===== src/rtl/mips16_pkg.sv =====
// Shared definitions for the Mips16 core and its boot-time instruction loader.
package mips16_pkg;

    localparam int WORD_W     = 16;
    localparam int IMEM_DEPTH = 256;

    typedef enum logic [2:0] {
        ST_IDLE  = 3'd0,
        ST_LOAD  = 3'd1,
        ST_PCRST = 3'd2,
        ST_RUN   = 3'd3,
        ST_ERROR = 3'd4
    } imem_ld_state_t;

endpackage


===== src/rtl/imem_ld_cksum.sv =====
// Running modulo-2^16 sum of the instruction words of one load.
// Clearing and adding in the same cycle restarts the sum at the new word.
module imem_ld_cksum
    import mips16_pkg::*;
(
    input  logic              clk,
    input  logic              reset,
    input  logic              clr,
    input  logic              add_en,
    input  logic [WORD_W-1:0] data,
    output logic [WORD_W-1:0] sum
);

    logic [WORD_W-1:0] sum_q;
    logic [WORD_W-1:0] sum_d;

    // Next sum: clear, accumulate or hold.
    always_comb begin
        sum_d = sum_q;
        if (clr) begin
            sum_d = add_en ? data : '0;
        end else if (add_en) begin
            sum_d = sum_q + data;
        end
    end

    // Accumulator register.
    always_ff @(posedge clk or negedge reset) begin
        if (!reset) begin
            sum_q <= '0;
        end else begin
            sum_q <= sum_d;
        end
    end

    assign sum = sum_q;

endmodule


===== src/rtl/imem_loader.sv =====
// Boot-time instruction loader: streams program words into instruction memory,
// rewinds the PC, then enables fetch.
// Optional feature macro: IMEM_LOADER_CHECKSUM_EN (last word is a checksum).
//
// state    | meaning
// ---------+-----------------------------------------------------------
// ST_IDLE  | waiting for the first word of a program, word_count = 0
// ST_LOAD  | accepting program words, one wen per stored word
// ST_PCRST | pc_reset held high for PC_RST_CYCLES cycles
// ST_RUN   | rd_en high, core fetching; restart returns to IDLE
// ST_ERROR | overflow or checksum mismatch; sticky until restart
module imem_loader
    import mips16_pkg::*;
#(
    parameter int DEPTH         = IMEM_DEPTH,
    parameter int PC_RST_CYCLES = 2
) (
    input  logic                     clk,
    input  logic                     reset,
    input  logic                     host_valid,
    input  logic [WORD_W-1:0]        host_data,
    input  logic                     host_last,
    output logic                     host_ready,
    input  logic                     restart,
    output logic [WORD_W-1:0]        din,
    output logic                     wen,
    output logic                     pc_reset,
    output logic                     rd_en,
    output logic [$clog2(DEPTH):0]   word_count,
    output logic                     error
);

    localparam int CNT_W = $clog2(DEPTH) + 1;
    localparam int PCC_W = (PC_RST_CYCLES > 1) ? $clog2(PC_RST_CYCLES) : 1;
    localparam logic [CNT_W-1:0] FULL     = CNT_W'(DEPTH);
    localparam logic [PCC_W-1:0] PCC_LOAD = PCC_W'(PC_RST_CYCLES - 1);

    imem_ld_state_t    state_q, state_d;
    logic [WORD_W-1:0] din_q, din_d;
    logic              wen_q, wen_d;
    logic [CNT_W-1:0]  word_count_q, word_count_d;
    logic [PCC_W-1:0]  pc_cnt_q, pc_cnt_d;
    logic              accept;

    assign host_ready = (state_q == ST_IDLE) || (state_q == ST_LOAD);
    assign accept     = host_valid && host_ready;

`ifdef IMEM_LOADER_CHECKSUM_EN
    logic [WORD_W-1:0] cksum_sum;
    logic [WORD_W-1:0] cksum_ref;

    // The accumulator still holds the previous load's sum on the first IDLE
    // cycle after restart, so a lone checksum word in IDLE compares against 0.
    assign cksum_ref = (state_q == ST_IDLE) ? '0 : cksum_sum;

    imem_ld_cksum u_cksum (
        .clk    (clk),
        .reset  (reset),
        .clr    (state_q == ST_IDLE),
        .add_en (wen_d),
        .data   (host_data),
        .sum    (cksum_sum)
    );
`endif

    // Next-state, write strobe, word counter and pc_reset timer.
    always_comb begin
        state_d      = state_q;
        din_d        = din_q;
        wen_d        = 1'b0;
        word_count_d = word_count_q;
        pc_cnt_d     = pc_cnt_q;
        case (state_q)
            ST_IDLE, ST_LOAD: begin
                if (accept) begin
`ifdef IMEM_LOADER_CHECKSUM_EN
                    if (host_last) begin
                        if (host_data == cksum_ref) begin
                            state_d  = ST_PCRST;
                            pc_cnt_d = PCC_LOAD;
                        end else begin
                            state_d = ST_ERROR;
                        end
                    end else if (word_count_q == FULL) begin
                        state_d = ST_ERROR;
                    end else begin
                        din_d        = host_data;
                        wen_d        = 1'b1;
                        word_count_d = word_count_q + 1'b1;
                        state_d      = ST_LOAD;
                    end
`else
                    if (word_count_q == FULL) begin
                        state_d = ST_ERROR;
                    end else begin
                        din_d        = host_data;
                        wen_d        = 1'b1;
                        word_count_d = word_count_q + 1'b1;
                        if (host_last) begin
                            state_d  = ST_PCRST;
                            pc_cnt_d = PCC_LOAD;
                        end else begin
                            state_d = ST_LOAD;
                        end
                    end
`endif
                end
            end
            ST_PCRST: begin
                if (pc_cnt_q == '0) begin
                    state_d = ST_RUN;
                end else begin
                    pc_cnt_d = pc_cnt_q - 1'b1;
                end
            end
            ST_RUN, ST_ERROR: begin
                if (restart) begin
                    state_d      = ST_IDLE;
                    word_count_d = '0;
                end
            end
            default: begin
                state_d      = ST_IDLE;
                word_count_d = '0;
            end
        endcase
    end

    // State and output registers.
    always_ff @(posedge clk or negedge reset) begin
        if (!reset) begin
            state_q      <= ST_IDLE;
            din_q        <= '0;
            wen_q        <= 1'b0;
            word_count_q <= '0;
            pc_cnt_q     <= '0;
        end else begin
            state_q      <= state_d;
            din_q        <= din_d;
            wen_q        <= wen_d;
            word_count_q <= word_count_d;
            pc_cnt_q     <= pc_cnt_d;
        end
    end

    assign din        = din_q;
    assign wen        = wen_q;
    assign word_count = word_count_q;
    assign pc_reset   = (state_q == ST_PCRST);
    assign rd_en      = (state_q == ST_RUN);
    assign error      = (state_q == ST_ERROR);

endmodule


===== config.mk =====
export PLATFORM = sky130hd
export DESIGN_NAME = imem_loader
export DESIGN_NICKNAME = d
export VERILOG_FILES = /design/src/rtl/mips16_pkg.sv /design/src/rtl/imem_ld_cksum.sv /design/src/rtl/imem_loader.sv
export SDC_FILE = /design/constraint.sdc
export NUM_CORES = 1
export LEC_CHECK = 0
export CORE_MARGIN = 5
export CORE_UTILIZATION = 33
export CTS_CLUSTER_DIAMETER = 40
export DETAILED_ROUTE_END_ITERATION = 12
export PLACE_DENSITY_LB_ADDON = 0.2
export SYNTH_ARGS = -nofsm -noshare
export SYNTH_HDL_FRONTEND = slang
export SYNTH_SLANG_ARGS = --single-unit

===== constraint.sdc =====
create_clock -name clk -period 1.9 [get_ports clk]
set_clock_uncertainty 0.2 [all_clocks]
set_input_delay 0.475 -clock clk [delete_from_list [all_inputs] [get_ports clk]]
set_output_delay 0.475 -clock clk [all_outputs]
set_load 0.02 [all_outputs]

==> flow_metrics.py <==
metrics = {
    "status": {
        "outcome": "finished with violations",
        "failed_checks": "negative setup slack",
    },
    "sta": {
        "fin_crit_sh": 1.08,
        "max_slew.worst_pin.slew_ns": 0.397,
        "drv_slew": 0,
        "holdWs_ns": 0.272,
        "timing.fmax_mhz": 487,
        "finalSetupViolCount": 30,
        "min_period_ns": 2.05,
        "rsz0062_at_grt": "yes",
        "finalWorstSetupSlack_ns": -0.152,
        "slew_headroom": 0.735,
        "hold_viol": 0,
    },
    "routing": {
        "drc": 0,
        "first_iter_violations": 39,
        "ant_nets": 0,
        "routed-via-count": 1438,
        "postRouteWirelength_um": 4230,
        "first_pass_iters": 5,
        "vias_per_cell": 4.89,
        "routedWlPerCell_um": 14.4,
    },
    "worst_setup_path": {
        "rr_endpoint": "word_count[8]$_DFFE_PN0P_",
        "r2r_start": "word_count[0]$_DFFE_PN0P_",
        "crit_path_start_kind": "flop",
        "rrSetupSlack_ns": -0.15,
        "cpLargestDelayFamily": "simple AND/OR/NAND/NOR gates",
        "cp_max_fo": 6,
        "crit_chain": "inv_2 -> ha_4 -> or4b_4 -> o211ai_4 -> buf_6 -> or3_4 -> o211ai_1",
        "cp_num_buf_inv": 2,
        "crit_required_ns": 1.85,
        "critical_path_class": "reg -> reg",
        "worst_setup_path_end_kind": "flop",
        "reg2regPathDepth": 7,
        "arrival_ns": 2.00,
        "slowest_stage": "or4b_4",
        "critPathMaxStageDelay_ns": 0.49,
    },
    "pwr": {
        "intPower_mw": 2.35,
        "p_sw_mw": 1.48,
        "pwr-share-clk": 0.209,
        "seqPwrFrac": 0.271,
        "vdd_drop_max_mv": 0.838,
        "p_per_area_mw_per_mm2": 1510,
        "swShare": 0.386,
        "pwr-share-comb": 0.520,
        "p_leak_nw": 1.25,
    },
    "placement": {
        "place_worst_setup_slack_ns": -0.413,
        "io_buffers": 50,
        "gp_congestion": 0.873,
        "place_hpwl_um": 3050,
    },
    "clocking": {
        "cts.path.max_buffers": 2,
        "htreeDepth": 2,
        "ctsRootBufferMaster": "clkbuf_8",
        "cts_tree": "done",
        "cts-hold-fix-buffers": 0,
        "clkTransAtPathRegs_ns": 0.07,
        "clock-sinks": 30,
        "clk-insertion-delay-late_ns": 0.27,
        "cts_buffers": 5,
    },
    "synthesis": {
        "synth_edf_count": 0,
        "synth_cells": 155,
        "yosysWarnings": 0,
        "async_reset_ff_frac": 1.00,
        "ys.flop_type": "dfrtp_1",
        "yosysSeqAreaShare": 0.516,
        "synth-seq-cells": 30,
        "syn-num-nets": 178,
        "syn_area_mm2": 0.00145,
        "synth.area.top_cells": "dfrtp_1 (52%), nand2_1 (14%), buf_6 (2.3%)",
        "yosysTopAreaCellShare": 0.516,
        "syn_area_per_cell_um2": 9.38,
        "netlist.top_cell.by_area": "dfrtp_1",
        "synthDistinctLibCells": 41,
    },
    "global_route": {
        "grt_first_pass_wirelength_um": 7380,
        "globalRouteOverflowTotal": 0,
        "grtUsageTotal": 0.153,
        "grt_max_degree": 31,
        "first_global_vias": 1595,
        "antenna_found_initial": 0,
    },
    "floorplanning": {
        "io_pins": 51,
        "initial_core_util": 0.336,
        "fp.coreArea_mm2": 0.00432,
        "rows": 24,
        "die_width_um": 76.4,
        "die_y_um": 76.4,
        "die-area_mm2": 0.00583,
    },
    "hold_path": {
        "hold_class": "reg -> reg",
        "hp-start": "din[3]$_DFFE_PN0P_",
        "whs_endpoint": "din[3]$_DFFE_PN0P_",
        "hold_depth": 2,
    },
    "flow_run": {
        "cap_violations": 0,
    },
    "layout": {
        "final_cell_mix": "nand2_1 (30), dfrtp_1 (28), buf_4 (27), nand2_2 (26), dlygate4sd2_1 (24)",
        "drive_gt1_frac": 0.446,
        "utilization": 0.588,
        "finalNetCount": 264,
        "area_delta_synth_final_pct": 74.9,
        "num_antenna_cells": 0,
        "layout_commonest_cell": "nand2_1",
        "nFillCells": 374,
    },
}
[metrics by stage]
step	cells	setup TNS (ns)	cell area, um^2	power, mW
after CTS	293	-3.96	2510	3.82
final	294	-3.31	2540	3.83
after floorplan	155	-1.20	1460	1.96
after detailed placement	279	-8.00	2170	2.86
after global routing	294	-5.52	2540	4.09
after global placement	279	-7.01	2170	2.81
[cell families after synthesis]
group	share of synthesized area
AOI/OAI and AO/OA	0.131
xor gates and xnor gates	0.00603
adders and majority gates	0.0172
buffers and inverters	0.0645
DFF	0.516
and+or+nand+nor	0.265
[per-layer routing]
layer / vias to the layer above / track usage / share of wire
met2: 40 / 0.265 / 0.53
met4: 0 / 0.0507 / 0.017
met5: - / 0 / 0
met3: 8 / 0.0461 / 0.060
met1: 698 / 0.177 / 0.39
li1: 692 / - / -
[worst max-delay path by stage]
stage,startpoint,endpoint,slack [ns],cells past startpoint
after floorplan,word_count[0]$_DFFE_PN0P_,word_count[8]$_DFFE_PN0P_,-0.1,8
after global placement,restart,word_count[2]$_DFFE_PN0P_,-0.34,5
after detailed placement,restart,word_count[6]$_DFFE_PN0P_,-0.41,5
after CTS,word_count[0]$_DFFE_PN0P_,word_count[8]$_DFFE_PN0P_,-0.17,7
after global routing,word_count[1]$_DFFE_PN0P_,din[6]$_DFFE_PN0P_,-0.22,8
final,word_count[0]$_DFFE_PN0P_,word_count[8]$_DFFE_PN0P_,-0.15,7
[power groups by stage]
stage               clock, mW  sequential (mW)  combinational, mW
CTS                     0.819             1.04               1.96
finish                  0.799             1.04               1.99
floorplan                   0             1.31              0.650
global route            0.844             1.08               2.17
global placement            0             1.02               1.78
detailed placement          0             1.03               1.82
[flip-flops by register name, summed over array words and instances, names as in the netlist]
name,cells
state_q,3
din,16
word_count,9
wen,1
pc_cnt_q,1
[area by class of cell]
cell class | count | area [um^2] | share of cell area
Multi-Input combinational cell | 111 | 790 | 0.311
Clock buffer | 6 | 82.6 | 0.0325
Inverter | 7 | 30.0 | 0.0118
Clock inverter | 2 | 60.1 | 0.0236
Timing Repair Buffer | 86 | 762 | 0.300
Tap cell | 52 | 65.1 | 0.0256
Sequential cell | 30 | 753 | 0.296
[tightest hold or removal path, stage by stage, from the launching register on]
cell and delay (ns):
dfrtp_1 0.34, nand2_1 0.05, nand2_1 0.05
[what timing repair did]
| item | in CTS | in global routing |
|---|---|---|
| resized for setup | 95 | 15 |
| buffers inserted | 4 | 1 |
| pin swaps | 48 | 8 |
| setup endpoints to repair | 59 | 33 |
| gates cloned | 2 | 0 |
[cell usage after synthesis, types with 2 or more instances]
cell type  instances
ha_1               2
or3_2              2
a31oi_1            3
o31ai_1            2
and3_1             2
nor2_1             4
nand3_1            2
o22a_1             2
or4b_4             2
dfrtp_1           30
a21oi_1            6
buf_6              3
o21ai_0            4
or3_1              3
inv_1              5
nand2_1           56
nor3_1             3
Note: power is estimated with default switching activity, not from simulation.
